==> src/rtl/nco_pkg.sv <==
// Shared types and phase-decode helpers for the NCO phase controller.
package nco_pkg;

    typedef enum logic {
        IDLE = 1'b0,
        RUN  = 1'b1
    } state_t;

    localparam int LUT_AW = 2;

    // Helpers take the top four phase bits: {quadrant[1:0], index[1:0]}.
    function automatic logic [1:0] quad_of(input logic [3:0] top4);
        return top4[3:2];
    endfunction

    function automatic logic [1:0] idx_of(input logic [3:0] top4);
        return top4[1:0];
    endfunction

endpackage

==> src/rtl/nco_phase_acc.sv <==
// Phase accumulator with latched tuning word and quarter-wave address/sign decode.
module nco_phase_acc
    import nco_pkg::*;
#(
    parameter int PW = 32
) (
    input  logic              clk,
    input  logic              rst,
    input  logic              load,
    input  logic              step,
    input  logic [PW-1:0]     ftw,
    output logic [LUT_AW-1:0] lut_addr,
    output logic              neg
);

    logic [PW-1:0]     phase_q;
    logic [PW-1:0]     phase_d;
    logic [PW-1:0]     ftw_q;
    logic [PW-1:0]     ftw_d;
    logic [3:0]        top4;
    logic [1:0]        quad;
    logic [LUT_AW-1:0] idx;

    always_comb begin
        phase_d = phase_q;
        ftw_d   = ftw_q;
        if (load) begin
            phase_d = '0;
            ftw_d   = ftw;
        end else if (step) begin
            phase_d = phase_q + ftw_q;
        end
    end

    always_ff @(posedge clk) begin
        if (rst) begin
            phase_q <= '0;
            ftw_q   <= '0;
        end else begin
            phase_q <= phase_d;
            ftw_q   <= ftw_d;
        end
    end

    assign top4 = phase_q[PW-1 -: 4];
    assign quad = quad_of(top4);
    assign idx  = idx_of(top4);
    assign neg  = quad[1];

    // Odd quadrants read the table backwards: invert every index bit.
    generate
        for (genvar gi = 0; gi < LUT_AW; gi++) begin : g_mirror
            assign lut_addr[gi] = idx[gi] ^ quad[0];
        end
    endgenerate

endmodule

==> src/rtl/nco_phase_ctrl.sv <==
// NCO controller: start/stop FSM, LUT read issue and signed output stage with valid/ready.
module nco_phase_ctrl
    import nco_pkg::*;
#(
    parameter int PW = 32,
    parameter int DW = 32
) (
    input  logic              clk,
    input  logic              rst,
    input  logic              start,
    input  logic              stop,
    input  logic [PW-1:0]     ftw,
    output logic [LUT_AW-1:0] lut_addr,
    output logic              lut_en,
    input  logic [DW-1:0]     lut_data,
    output logic [DW-1:0]     out_data,
    output logic              out_valid,
    input  logic              out_ready,
    output logic              busy
);

    state_t        state_q;
    state_t        state_d;
    logic          v1_q;
    logic          v1_d;
    logic          neg1_q;
    logic          neg1_d;
    logic          out_valid_q;
    logic          out_valid_d;
    logic [DW-1:0] out_data_q;
    logic [DW-1:0] out_data_d;
    logic          adv;
    logic          run;
    logic          load;
    logic          step;
    logic          neg;

    assign run  = (state_q == RUN);
    assign adv  = ~out_valid_q | out_ready;
    assign load = (state_q == IDLE) & start;
    assign step = run & adv;

    // Stop has priority; a start seen while running is dropped.
    always_comb begin
        state_d = state_q;
        unique case (state_q)
            IDLE:    if (start) state_d = RUN;
            RUN:     if (stop)  state_d = IDLE;
            default: state_d = IDLE;
        endcase
    end

    always_comb begin
        v1_d        = v1_q;
        neg1_d      = neg1_q;
        out_valid_d = out_valid_q;
        out_data_d  = out_data_q;
        if (adv) begin
            v1_d        = run;
            neg1_d      = neg;
            out_valid_d = v1_q;
            out_data_d  = neg1_q ? -lut_data : lut_data;
        end
    end

    always_ff @(posedge clk) begin
        if (rst) begin
            state_q     <= IDLE;
            v1_q        <= 1'b0;
            neg1_q      <= 1'b0;
            out_valid_q <= 1'b0;
            out_data_q  <= '0;
        end else begin
            state_q     <= state_d;
            v1_q        <= v1_d;
            neg1_q      <= neg1_d;
            out_valid_q <= out_valid_d;
            out_data_q  <= out_data_d;
        end
    end

    nco_phase_acc #(
        .PW(PW)
    ) u_acc (
        .clk      (clk),
        .rst      (rst),
        .load     (load),
        .step     (step),
        .ftw      (ftw),
        .lut_addr (lut_addr),
        .neg      (neg)
    );

    // The LUT stalls with the rest of the pipeline so its data lines up with v1.
    assign lut_en    = adv;
    assign out_data  = out_data_q;
    assign out_valid = out_valid_q;
    assign busy      = run | v1_q | out_valid_q;

endmodule

==> config.mk <==
export PLATFORM = sky130hd
export DESIGN_NAME = nco_phase_ctrl
export DESIGN_NICKNAME = d
export VERILOG_FILES = /design/src/rtl/nco_pkg.sv /design/src/rtl/nco_phase_acc.sv /design/src/rtl/nco_phase_ctrl.sv
export SDC_FILE = /design/constraint.sdc
export NUM_CORES = 1
export LEC_CHECK = 0
export CAP_MARGIN = 20
export CORE_MARGIN = 2
export CORE_UTILIZATION = 58
export CTS_CLUSTER_DIAMETER = 200
export DETAILED_ROUTE_END_ITERATION = 8
export GPL_TIMING_DRIVEN = 0
export PLACE_DENSITY = 0.91
export SKIP_CTS_REPAIR_TIMING = 1
export SYNTH_ARGS = -nofsm -noshare
export SYNTH_HDL_FRONTEND = slang
export SYNTH_HIERARCHICAL = 1
export SYNTH_SLANG_ARGS = --single-unit
==> constraint.sdc <==
create_clock -name clk -period 6.72 [get_ports clk]
set_clock_uncertainty 0.2 [all_clocks]
set_input_delay 1.344 -clock clk [delete_from_list [all_inputs] [get_ports clk]]
set_output_delay 1.344 -clock clk [all_outputs]
set_load 0.03 [all_outputs]
**After elaboration in Yosys (flattened, before gate mapping)**

Cells that the tools add are included.

- Add/subtract/negate cells: 2
- Mux-type cells: 4
- Bitwise operators: 9
- Reduce and logical (&&, ||, !) cells: 1

Operators with widths:

| cell | number |
|---|---|
| 32-bit adder | 1 |
| 32-bit 2-to-1 mux | 1 |
| 32-bit negation | 1 |
| 1-bit bitwise OR | 3 |
| 1-bit AND | 2 |
| 1-bit 2-to-1 mux | 2 |
| 1-bit NOT | 2 |
| 1-bit case mux with 2 select lines | 1 |
| 2-bit OR reduction | 1 |
| 1-bit bitwise XOR | 2 |

- Register bits: 100
- Input bits: 69
- Output and inout port bits: 37
- Word-level logic and storage cells: 23

**Longest topological paths before layout**

- Word-level depth: 3
- Gate-level depth with buffers: 11
- Mapped depth without buffers: 10

**Hierarchy**

Netlist, hierarchy kept.

Modules (own cells, without submodules):

| module | instances | cells each | area an instance (um^2) | sequential area each (um^2) |
|---|---|---|---|---|
| nco_phase_acc | 1 | 465 | 4027.6 | 1281.2 |
| nco_phase_ctrl | 1 | 240 | 2062.0 | 720.7 |

**Worst setup path after synthesis**

OpenSTA, ideal clock, no wires.

- Path type: input-to-output
- From: in out_ready
- To: out lut_en
- Arrival: 2.303 ns
- Data required time: 5.176 ns
- Slack: 2.873 ns
- Stages: 4
- Path buffers: 2
- Cells stage by stage: nor2b_1 inv_1 clkbuf_1 clkbuf_1

- Longest elaborated chain between the ends: 1

RTL lines:

| item | RTL line | text |
|---|---|---|
| start, declared | nco_phase_ctrl.sv:18 | `input logic out_ready,` |
| 1-bit bitwise OR | nco_phase_ctrl.sv:39 | `assign adv = ~out_valid_q \| out_ready;` |
| end, declared | nco_phase_ctrl.sv:14 | `output logic lut_en,` |

No other way between the ends.

**Worst setup path after layout**

Ends and elaborated chain as after synthesis.

==> results.md <==
- Buf/Inv on CP: 5
- Final Core Density: 0.730
- Initial antenna violation count: 0
- Synthesized area per cell: 8.64 µm²
- Initial Util: 0.593
- Cts bufs inserted: 9
- Data required, critical path: between 5 and 6 ns
- Hold Path Class: flip-flop to flip-flop
- Worst path depth: 6
- Reg area: 2000 µm²
- RSZ-0062 raised after global routing: no
- Largest net degree at the start of global routing: 19
- Critical path startpoint category: input port
- Fill cell count: around 770
- Area Growth Syn to Fin: 23.2%
- Kind of critical path: input port to output port
- Slowest stage delay, CP: 0.76 ns
- Most common cell after layout, fill and taps aside: clkdlybuf4s50_1
- Netlist cell types: 71
- Total gr overflow: 0
- First-pass GRT wire length: approximately 26 mm
- Crit path max-delay family: buffers and inverters
- Crit-path slowest cell: clkdlybuf4s50_1
- Fin crit share: 0.774
- Post-synthesis sequential area ratio: 0.329
- Ant. Diodes: 0
- Leak Pwr: between 0.002 and 0.003 µW
- Root buffer cell: clkbuf_8
- Slew margin rel.: 0.487
- Post-synth EDFFs: 0
- H-tree Lvls: 3
- Number of global-route vias before repair: between 5,000 and 6,000
- CTS tree: done
- Fin. Hold Viols: 0
- Area of the multi-input gates: between 3000 and 4000 µm²
- Die width: about 110 µm
- Outcome: complete, no violations
- Setup TNS: 0 ns
- Post-Syn Instances: 705
- Residual DRC count: 0
- Yosys reg bits: 100
- PortBufs: about 100
- Max Freq: 192 MHz
- Critical Path End Type: output port
- Detailed Place HPWL: around 12 mm
- Skew-Pair Late Insertion Delay: ~0.38 ns
- Final Total Pwr: 1320 µW
- Post-Syn Nets: ~800
- Fraction of registers with async set/reset: 0
- DRT iter0 DRCs: between 300 and 400
- Vias: 5,779
- Min Tclk post-route: ~5.2 ns
- Clk slew on worst S/H paths: approximately 0.10 ns
- Clk buf depth: 2
- Routed len/inst: between 15 and 20 µm
- CP cell instances: clkdlybuf4s50_1 -> nor2b_1 -> inv_1 -> clkbuf_1 -> clkbuf_1 -> clkdlybuf4s50_1
- Worst-path fanout max: 10
- Core Box Area: approximately 10,000 µm²
- Worst slew pin tran: 0.769 ns
- Routed WL: 15.9 mm
- Pwr dens: 176 nW/µm²
- Layout cells sized above 1: 0.0642
- Post-Synthesis Cell Area: 6090 µm²
- Routed Antenna Nets: 0
- Yosys warns: 6
- Total die area: ~11,000 µm²
- DRT Pass-1 Iters: 5
- Max VDD drop: ~0.12 mV
- Via density: 6.01
- Hold Crit Depth: 2
- Gpl congestion: 0.927
- I/O pin total: between 100 and 150
- Final nets: approximately 920
- Setup violations, final: 0
- Max-cap violation count: 0
- Most frequent cells in the layout: clkdlybuf4s50_1, dfxtp_1, nor2_1
- Rows: 37
- FF-to-FF path depth: 10
- CTS Sinks: 100
- Main flop type after synthesis: dfxtp_1
- GR Util All Layers: 0.279
- Arrival time worst endpoint: 3.66 ns
- Final Max Slew Viols: 0
- Height of the chip: 106 µm
==> synth_stat cells, drive strengths merged (7+ instances only) <==
master / count / share of area
nor2b: 7 / 0.0072
a21o: 13 / 0.016
o31ai: 10 / 0.014
mux2i: 50 / 0.082
or3: 7 / 0.0074
clkbuf: 26 / 0.018
nand4: 10 / 0.010
nor4: 7 / 0.022
nand2: 59 / 0.036
nand3: 11 / 0.014
o41ai: 7 / 0.010
buf: 13 / 0.016
ha: 32 / 0.066
nor2: 86 / 0.053
nor3: 14 / 0.012
a21oi: 42 / 0.035
o21ai: 46 / 0.038
xnor2: 16 / 0.023
xor2: 35 / 0.050
a31oi: 8 / 0.0082
a211oi: 20 / 0.025
inv: 15 / 0.0092
dfxtp: 100 / 0.33
==> layout make-up <==
type                       count  share of cell area
multi-input combinational    549               0.507
inverter                      15             0.00750
clock inverter                 7              0.0107
clock buffer                   9              0.0165
sequential                   100               0.267
buffer                        41              0.0300
tap                          136              0.0227
timing repair buffer         104               0.139
==> kinds of logic (layout without fill, tap and decap cells) <==
| logic type | Yosys count | after routing | synth area share |
|---|---|---|---|
| and+or+nand+nor | 230 | 230 | 0.196 |
| AOI/OAI and AO/OA | 184 | 184 | 0.203 |
| DFF | 100 | 100 | 0.329 |
| buffers and inverters | 56 | 176 | 0.0462 |
| xor gates and xnor gates | 51 | 51 | 0.0733 |
| muxes | 51 | 51 | 0.0840 |
| adders and majority gates | 33 | 33 | 0.0690 |
==> worst reg2reg max path, cell delays in order (launching register included) <==
cell and delay (ns):
dfxtp_1 0.34, nor2b_1 0.16, inv_1 0.23, clkbuf_1 0.39, clkbuf_1 0.41, nand2_1 0.14
inv_1 0.07, clkbuf_2 0.15, clkbuf_1 0.55, o311ai_0 0.27, a21oi_1 0.18
==> flip-flops by register name (all words and copies together), names as in the netlist <==
register,cells
neg1_q,1
v1_q,1
out_valid,1
out_data,32
u_acc/ftw_q,32
u_acc/phase_q,32
run,1
==> final timing paths <==
check,slack (ns),end,start
max,1.52,lut_en,out_ready
min,0.27,out_data[0],out_data[0]
max reg2reg,3.58,u_acc/phase_q[7],out_valid
min reg2reg,0.27,out_data[0],out_data[0]
==> routing by layer <==
metal  vias to the layer above  track usage  wire (µm)
met1                      2683        0.320       6290
met5                         -            0          0
met4                         0        0.100        350
met3                        40       0.0736       1330
met2                       274        0.498       7920
li1                       2782            -          -
==> where the power goes <==
| group | total, µW | leakage, µW | internal (µW) | switching [µW] |
|---|---|---|---|---|
| registers | 643 | 0.000821 | 623 | 20.0 |
| logic | 275 | 0.00203 | 126 | 149 |
| clock network | 405 | 0.000103 | 178 | 226 |
==> through the flow <==
stage          setup WS [ns]  area [µm²]  std cells  hold slack [ns]
6_report                1.52        7500        961            0.265
3_3_place_gp            1.62        7300        945            0.239
2_1_floorplan           2.87        6090        705            0.232
5_1_grt                 1.41        7500        961            0.284
4_1_cts                 1.54        7500        961            0.267
3_5_place_dp            1.56        7300        945            0.248
No activity file was read; power rests on OpenSTA's default activity.
